$ cat config.mk
export PLATFORM = sky130hd
export DESIGN_NAME = param_pack_stage_flat
export DESIGN_NICKNAME = d
export VERILOG_FILES = /design/src/rtl/param_pack_stage_if.sv /design/src/rtl/param_pack_stage.sv /design/src/flat_wrapper.sv
export SDC_FILE = /design/constraint.sdc
export NUM_CORES = 1
export LEC_CHECK = 0
export ABC_AREA = 1
export BUFFER_PORTS_ARGS = -buffer_cell sky130_fd_sc_hd__buf_4
export CORE_ASPECT_RATIO = 2
export CORE_MARGIN = 5
export CORE_UTILIZATION = 50
export CTS_BUF_LIST = sky130_fd_sc_hd__clkbuf_8
export DETAILED_ROUTE_END_ITERATION = 8
export GPL_TIMING_DRIVEN = 0
export PLACE_DENSITY = 0.7
export SLEW_MARGIN = 20
export SYNTH_ARGS = -nofsm -noshare
export SYNTH_HDL_FRONTEND = slang
export SYNTH_SLANG_ARGS = --single-unit
$ cat constraint.sdc
create_clock -name clk -period 3.5 [get_ports clk]
set_input_delay 0.35 -clock clk [delete_from_list [all_inputs] [get_ports clk]]
set_output_delay 0.35 -clock clk [all_outputs]
set_load 0.02 [all_outputs]
$ cat src/rtl/param_pack_stage_if.sv
// Purpose: narrow-beat in / wide-word out stream bundle for param_pack_stage.
// Latency: none, wires only.
// Backpressure: in_ready/out_ready per direction; master drives beats and accepts words.
// Ports: in_valid/in_ready/in_data/in_last (beat side), out_valid/out_ready/out_data/
//        out_lanes/out_last (word side). slave is the packer's view, master the peer's.
interface param_pack_stage_if #(
  parameter int W     = 4,
  parameter int RATIO = 2
);
  localparam int OW = W * RATIO;
  localparam int CW = $clog2(RATIO + 1);

  logic          in_valid;
  logic          in_ready;
  logic [W-1:0]  in_data;
  logic          in_last;
  logic          out_valid;
  logic          out_ready;
  logic [OW-1:0] out_data;
  logic [CW-1:0] out_lanes;
  logic          out_last;

  modport master (
    output in_valid, in_data, in_last, out_ready,
    input  in_ready, out_valid, out_data, out_lanes, out_last
  );

  modport slave (
    input  in_valid, in_data, in_last, out_ready,
    output in_ready, out_valid, out_data, out_lanes, out_last
  );
endinterface

$ cat src/rtl/param_pack_stage.sv
// Purpose: gearbox packing RATIO W-bit beats into one OW-bit word, buffered in a 2-entry FIFO.
// Latency: completing beat accepted at edge N shows up as out_valid after edge N.
// Backpressure: in_ready = FIFO not full (registered state only); out side is valid/ready.
// Ports: clk, rst_n (async active-low); bus (slave modport of param_pack_stage_if) carries
//        the beat input handshake and the packed word output handshake.

// Two-entry FIFO with 1-bit pointers. Push is ignored when full, pop when empty.
module pp_fifo2 #(
  parameter int DW = 8
) (
  input  logic          clk,
  input  logic          rst_n,
  input  logic          push,
  input  logic [DW-1:0] push_dat,
  input  logic          pop,
  output logic [DW-1:0] head_dat,
  output logic [1:0]    count
);
  logic [DW-1:0] mem_q [2];
  logic [DW-1:0] mem_d [2];
  logic          wr_ptr_q, wr_ptr_d;
  logic          rd_ptr_q, rd_ptr_d;
  logic [1:0]    cnt_q, cnt_d;
  logic          push_en, pop_en;

  assign pop_en  = pop && (cnt_q != 2'd0);
  // A push while full would land on the slot being read; the caller's in_ready prevents it.
  assign push_en = push && (cnt_q != 2'd2);

  always_comb begin
    mem_d[0] = mem_q[0];
    mem_d[1] = mem_q[1];
    wr_ptr_d = wr_ptr_q;
    rd_ptr_d = rd_ptr_q;
    cnt_d    = cnt_q;
    if (push_en) begin
      mem_d[wr_ptr_q] = push_dat;
      wr_ptr_d        = ~wr_ptr_q;
    end
    if (pop_en) begin
      rd_ptr_d = ~rd_ptr_q;
    end
    case ({push_en, pop_en})
      2'b10:   cnt_d = cnt_q + 2'd1;
      2'b01:   cnt_d = cnt_q - 2'd1;
      default: cnt_d = cnt_q;
    endcase
  end

  always_ff @(posedge clk or negedge rst_n) begin
    if (!rst_n) begin
      mem_q[0] <= '0;
      mem_q[1] <= '0;
      wr_ptr_q <= 1'b0;
      rd_ptr_q <= 1'b0;
      cnt_q    <= 2'd0;
    end else begin
      mem_q[0] <= mem_d[0];
      mem_q[1] <= mem_d[1];
      wr_ptr_q <= wr_ptr_d;
      rd_ptr_q <= rd_ptr_d;
      cnt_q    <= cnt_d;
    end
  end

  assign head_dat = mem_q[rd_ptr_q];
  assign count    = cnt_q;
endmodule

module param_pack_stage #(
  parameter int W     = 4,
  parameter int RATIO = 2
) (
  input  logic                clk,
  input  logic                rst_n,
  param_pack_stage_if.slave   bus
);
  localparam int OW = W * RATIO;
  localparam int CW = $clog2(RATIO + 1);
  localparam int EW = 1 + CW + OW;

  typedef struct packed {
    logic          last;
    logic [CW-1:0] lanes;
    logic [OW-1:0] data;
  } entry_t;

  logic [OW-1:0] acc_q, acc_d;
  logic [CW-1:0] acc_cnt_q, acc_cnt_d;
  // Holds in_ready low while in reset and releases it one edge after rst_n rises.
  logic          live_q, live_d;

  logic [OW-1:0] acc_merged;
  logic          in_ready_int;
  logic          accept;
  logic          complete;
  logic          pop;
  logic [1:0]    fifo_cnt;
  entry_t        push_ent;
  entry_t        head_ent;
  logic [EW-1:0] head_bits;

  assign in_ready_int = live_q && (fifo_cnt != 2'd2);
  assign accept       = bus.in_valid && in_ready_int;
  assign complete     = accept && ((acc_cnt_q == CW'(RATIO - 1)) || bus.in_last);
  assign pop          = (fifo_cnt != 2'd0) && bus.out_ready;

  always_comb begin
    acc_merged = acc_q;
    acc_merged[int'(acc_cnt_q) * W +: W] = bus.in_data;
  end

  always_comb begin
    live_d    = 1'b1;
    acc_d     = acc_q;
    acc_cnt_d = acc_cnt_q;
    if (accept) begin
      if (complete) begin
        acc_d     = '0;
        acc_cnt_d = '0;
      end else begin
        acc_d     = acc_merged;
        acc_cnt_d = acc_cnt_q + CW'(1);
      end
    end
  end

  always_comb begin
    push_ent.last  = bus.in_last;
    // acc_cnt_q + 1 never exceeds RATIO, so CW bits always hold it.
    push_ent.lanes = acc_cnt_q + CW'(1);
    push_ent.data  = acc_merged;
  end

  always_ff @(posedge clk or negedge rst_n) begin
    if (!rst_n) begin
      acc_q     <= '0;
      acc_cnt_q <= '0;
      live_q    <= 1'b0;
    end else begin
      acc_q     <= acc_d;
      acc_cnt_q <= acc_cnt_d;
      live_q    <= live_d;
    end
  end

  pp_fifo2 #(.DW(EW)) u_fifo (
    .clk      (clk),
    .rst_n    (rst_n),
    .push     (complete),
    .push_dat (push_ent),
    .pop      (pop),
    .head_dat (head_bits),
    .count    (fifo_cnt)
  );

  assign head_ent      = head_bits;
  assign bus.in_ready  = in_ready_int;
  assign bus.out_valid = (fifo_cnt != 2'd0);
  assign bus.out_data  = head_ent.data;
  assign bus.out_lanes = head_ent.lanes;
  assign bus.out_last  = head_ent.last;
endmodule

$ cat src/flat_wrapper.sv
// flat-port wrapper written by rule: the top's interface ports become plain ports
module param_pack_stage_flat 
#(
  parameter int W     = 4,
  parameter int RATIO = 2
)
  (clk, rst_n, bus_in_valid, bus_in_data, bus_in_last, bus_out_ready, bus_in_ready, bus_out_valid, bus_out_data, bus_out_lanes, bus_out_last);
  param_pack_stage_if #(.W(W), .RATIO(RATIO)) bus_i ();
  input  logic clk;
  input  logic rst_n;
  input wire logic [$bits(bus_i.in_valid)-1:0] bus_in_valid;
  input wire logic [$bits(bus_i.in_data)-1:0] bus_in_data;
  input wire logic [$bits(bus_i.in_last)-1:0] bus_in_last;
  input wire logic [$bits(bus_i.out_ready)-1:0] bus_out_ready;
  output wire logic [$bits(bus_i.in_ready)-1:0] bus_in_ready;
  output wire logic [$bits(bus_i.out_valid)-1:0] bus_out_valid;
  output wire logic [$bits(bus_i.out_data)-1:0] bus_out_data;
  output wire logic [$bits(bus_i.out_lanes)-1:0] bus_out_lanes;
  output wire logic [$bits(bus_i.out_last)-1:0] bus_out_last;
  assign bus_i.in_valid = bus_in_valid;
  assign bus_i.in_data = bus_in_data;
  assign bus_i.in_last = bus_in_last;
  assign bus_i.out_ready = bus_out_ready;
  assign bus_in_ready = bus_i.in_ready;
  assign bus_out_valid = bus_i.out_valid;
  assign bus_out_data = bus_i.out_data;
  assign bus_out_lanes = bus_i.out_lanes;
  assign bus_out_last = bus_i.out_last;
  param_pack_stage #(.W(W), .RATIO(RATIO)) u_core (.clk(clk), .rst_n(rst_n), .bus(bus_i));
endmodule
==> flow_summary.yaml <==
placement:
  finalWeightedCongestion: 0.8050
  io_buffers: 21
  dpl_wire_length_um: 2893
global_route:
  vias_in_the_first_global_route: 1490
  grt_first_pass_wirelength_um: 6693
  grt_max_degree: 38
  grt_antenna_before_repair: 0
  grt_remaining_overflow: 0
  groute.usage.overall: 0.1798
detailed_routing:
  vias: 1534
  finalWirelength_um: 3865
  routed_via_density: 4.901
  drt_pre_antenna_iters: 4
  top_layer_used: "met4"
  drc: 0
  met2_length_um: 2090
  wl_met1_um: 1587
  routedWlPerCell_um: 12.35
  met3_wirelength_um: 120
  ant_nets: 0
  drtIter0Drc: 22
final_layout:
  num_antenna_cells: 0
  layout-drive-gt1-share: 0.1818
  fin_util: 0.6028
  layout.nets: 275
  syn2layout_area_growth_pct: 17.27
critical_path:
  endpoint_of_the_worst_register_to_register_path: "u_core.u_fifo.count[1]"
  critPathMaxFanout: 6
  cp_data_arrival_time_ns: 2.03
  cp_data_required_time_ns: 3.67
  setup.worst_path.end_class: "flop"
  worstReg2RegStart: "u_core.acc_cnt_q[1]"
  reg2reg_depth: 9
  r2r_setup_slack_ns: 1.63
  cpLargestDelayFamily: "adder cells"
  crit_chain: "inv_1 -> ha_1 -> nor2_4 -> nor2_8 -> inv_2 -> ha_1 -> a21oi_1 -> o21ai_0 -> xor2_1"
  path_class: "reg -> reg"
  cp_max_stage_delay_ns: 0.38
  cp-start-kind: "flop"
  crit_path_frequent_cell: "ha_1"
  cp.buffers_inverters: 2
  worst_path_max_delay_cell: "dfrtp_1"
synth:
  post_synth_mux_area_share: 0
  post-synth-top-count-cell: "nand2_1"
  syn_nets: 247
  yosys.cell_types.count: 21
  synthesis.instances: 235
  synth_area_sq_um: 1854
  synth-main-ff-cell: "dfrtp_1"
  yosys_top_cell_area_share: 0.4993
  synth.area.top_cells: "dfrtp_1 50%, nand2_1 26%, nand3_1 5.9%"
  synth-compound-area-share: 0.03171
  synth_seq_cells: 37
  synth_async_sr_flop_share: 1.000
  post_synth_and_or_nand_nor_area_fraction: 0.3698
  synth_xor_xnor_area_share: 0.01417
  syn_avg_cell_area_sq_um: 7.891
  yosys_warnings: 0
  most_frequent_cells_after_synthesis: "129 x nand2_1, 37 x dfrtp_1, 22 x nand3_1, 9 x inv_1, 5 x o21ai_0"
  synth_top_family_by_area: "simple AND/OR/NAND/NOR gates"
  synth_edf_count: 0
  yosysTopAreaCell: "dfrtp_1"
  synth.yosys.seq_area_share: 0.4993
  synth-adder-area-share: 0.02024
run_status:
  outcome: "completed"
timing:
  rsz_0062_raised_after_global_routing: "no"
  timing.fmax_mhz: 535.4
  final_min_period_over_clock_period: 0.5336
  slew_violations: 0
  period_needed_ns: 1.868
  timing.final.setup_violations: 0
  timing_hold_violations_final: 0
  final.setup.tns_ns: 0
  timing.clock.skew_ns: 0.003969
die:
  die_span_in_y_um: 96.12
  number_of_rows_created_at_floorplan: 31
  die_x_um: 53.06
  core_region_area_sq_um: 3607
  starting_density_of_the_core: 0.5140
  die_outline_area_sq_um: 5100
  io_pins: 22
run:
  cap_violations: 0
clocking:
  clkTransAtPathRegs_ns: 0.07
  cts-buffers-inserted: 5
  clock_tree.htree_level_count: 2
  clock-root-buffer: "clkbuf_8"
  cts_post_setup_buffers_inserted: 0
  hold_bufs_inserted_after_cts: 0
  numClockSinks: 37
  number_of_cells_upsized_or_downsized_after_cts: 0
  clock_path_buffers: 2
  cts_tree: "done"
  clkLatencyLatePin_ns: 0.28
worst_hold_path:
  timing.hold.worst.class: "in -> async"
pwr:
  power_density_cells_nw_per_um2: 799.0
  p_leak_nw: 1.213
  power.ir.vdd_worst_v: 0.0004063
## cells by family (layout without fill, tap and decap cells)
| family | Yosys count | count (layout) |
|---|---|---|
| other cells | 1 | 1 |
| compound gates | 11 | 11 |
| buf+inv | 22 | 51 |
| xor+xnor | 3 | 3 |
| fa+ha+maj | 3 | 3 |
| flops | 37 | 37 |
| simple gates | 158 | 158 |
## power breakdown
group / total, mW / switching [mW] / internal [mW]
Clock: 0.322 / 0.144 / 0.178
Sequential: 0.657 / 0.0924 / 0.565
Combinational: 0.758 / 0.491 / 0.267
## sequential cells by signal, indices dropped and copies added, names as in the netlist
register / flops
u_core.acc_cnt_q: 2
u_core.acc_q: 8
u_core.live_q: 1
u_core.u_fifo.count: 2
u_core.u_fifo.mem_q: 22
u_core.u_fifo.rd_ptr_q: 1
u_core.u_fifo.wr_ptr_q: 1
## per-stage QoR
| step | power (mW) | worst slack [ns] | hold WS (ns) | std cells | cell area, sq um |
|---|---|---|---|---|---|
| floorplan | 1.176 | 1.787 | 0.05441 | 235 | 1854 |
| global placement | 1.417 | 1.650 | 0.3388 | 305 | 2073 |
| detailed placement | 1.431 | 1.635 | 0.3394 | 305 | 2073 |
| CTS | 1.756 | 1.612 | 0.03573 | 313 | 2175 |
| global route | 1.878 | 1.470 | 0.04913 | 313 | 2175 |
| finish | 1.737 | 1.632 | 0.01461 | 313 | 2175 |
## layout by cell type (no fill, tap or decap)
cell type	instances
nand2_1	129
dfrtp_1	37
nand3_1	22
buf_4	21
inv_1	9
clkbuf_8	7
o21ai_0	5
inv_2	4
buf_6	4
o21ai_1	4
buf_2	3
ha_1	3
clkbuf_1	2
nor2_4	2
nand4_2	2
xor2_1	2
a21oi_2	1
nand2_2	1
nand3_4	1
nor2_8	1
a21oi_1	1
xnor2_1	1
clkinv_2	1
conb_1	1
## metal layers
metal / up-vias / global-route usage
met5: - / 0
met4: 0 / 0.07463
met3: 7 / 0.03876
met2: 22 / 0.3185
met1: 722 / 0.2016
li1: 783 / -
## worst max path at each step
stage | end | depth (start not counted) | from
after floorplan | u_core.u_fifo.count[1] | 9 | u_core.acc_cnt_q[1]
after global placement | u_core.u_fifo.count[1] | 9 | u_core.acc_cnt_q[1]
after detailed placement | u_core.u_fifo.count[1] | 9 | u_core.acc_cnt_q[1]
after CTS | bus_out_data[4] | 5 | u_core.u_fifo.rd_ptr_q
after global routing | bus_out_data[4] | 5 | u_core.u_fifo.rd_ptr_q
final | u_core.u_fifo.count[1] | 9 | u_core.acc_cnt_q[1]
## layout make-up
type,instances,area [sq um]
Fill cell,366,1433
Sequential cell,37,925.9
Tap cell,49,61.31
Timing Repair Buffer,21,157.7
Inverter,13,48.80
Multi-Input combinational cell,176,812.0
Clock inverter,1,5.005
Buffer,9,67.56
Clock buffer,7,96.34
## worst register-to-register path, delay by kind of cell, from the launching register on
family / cells / cell delay (ns)
flops: 1 / 0.38
compound gates: 2 / 0.22
buf+inv: 2 / 0.13
simple gates: 2 / 0.25
xor+xnor: 1 / 0.15
fa+ha+maj: 2 / 0.63
Power figures use the tool's default switching activity.
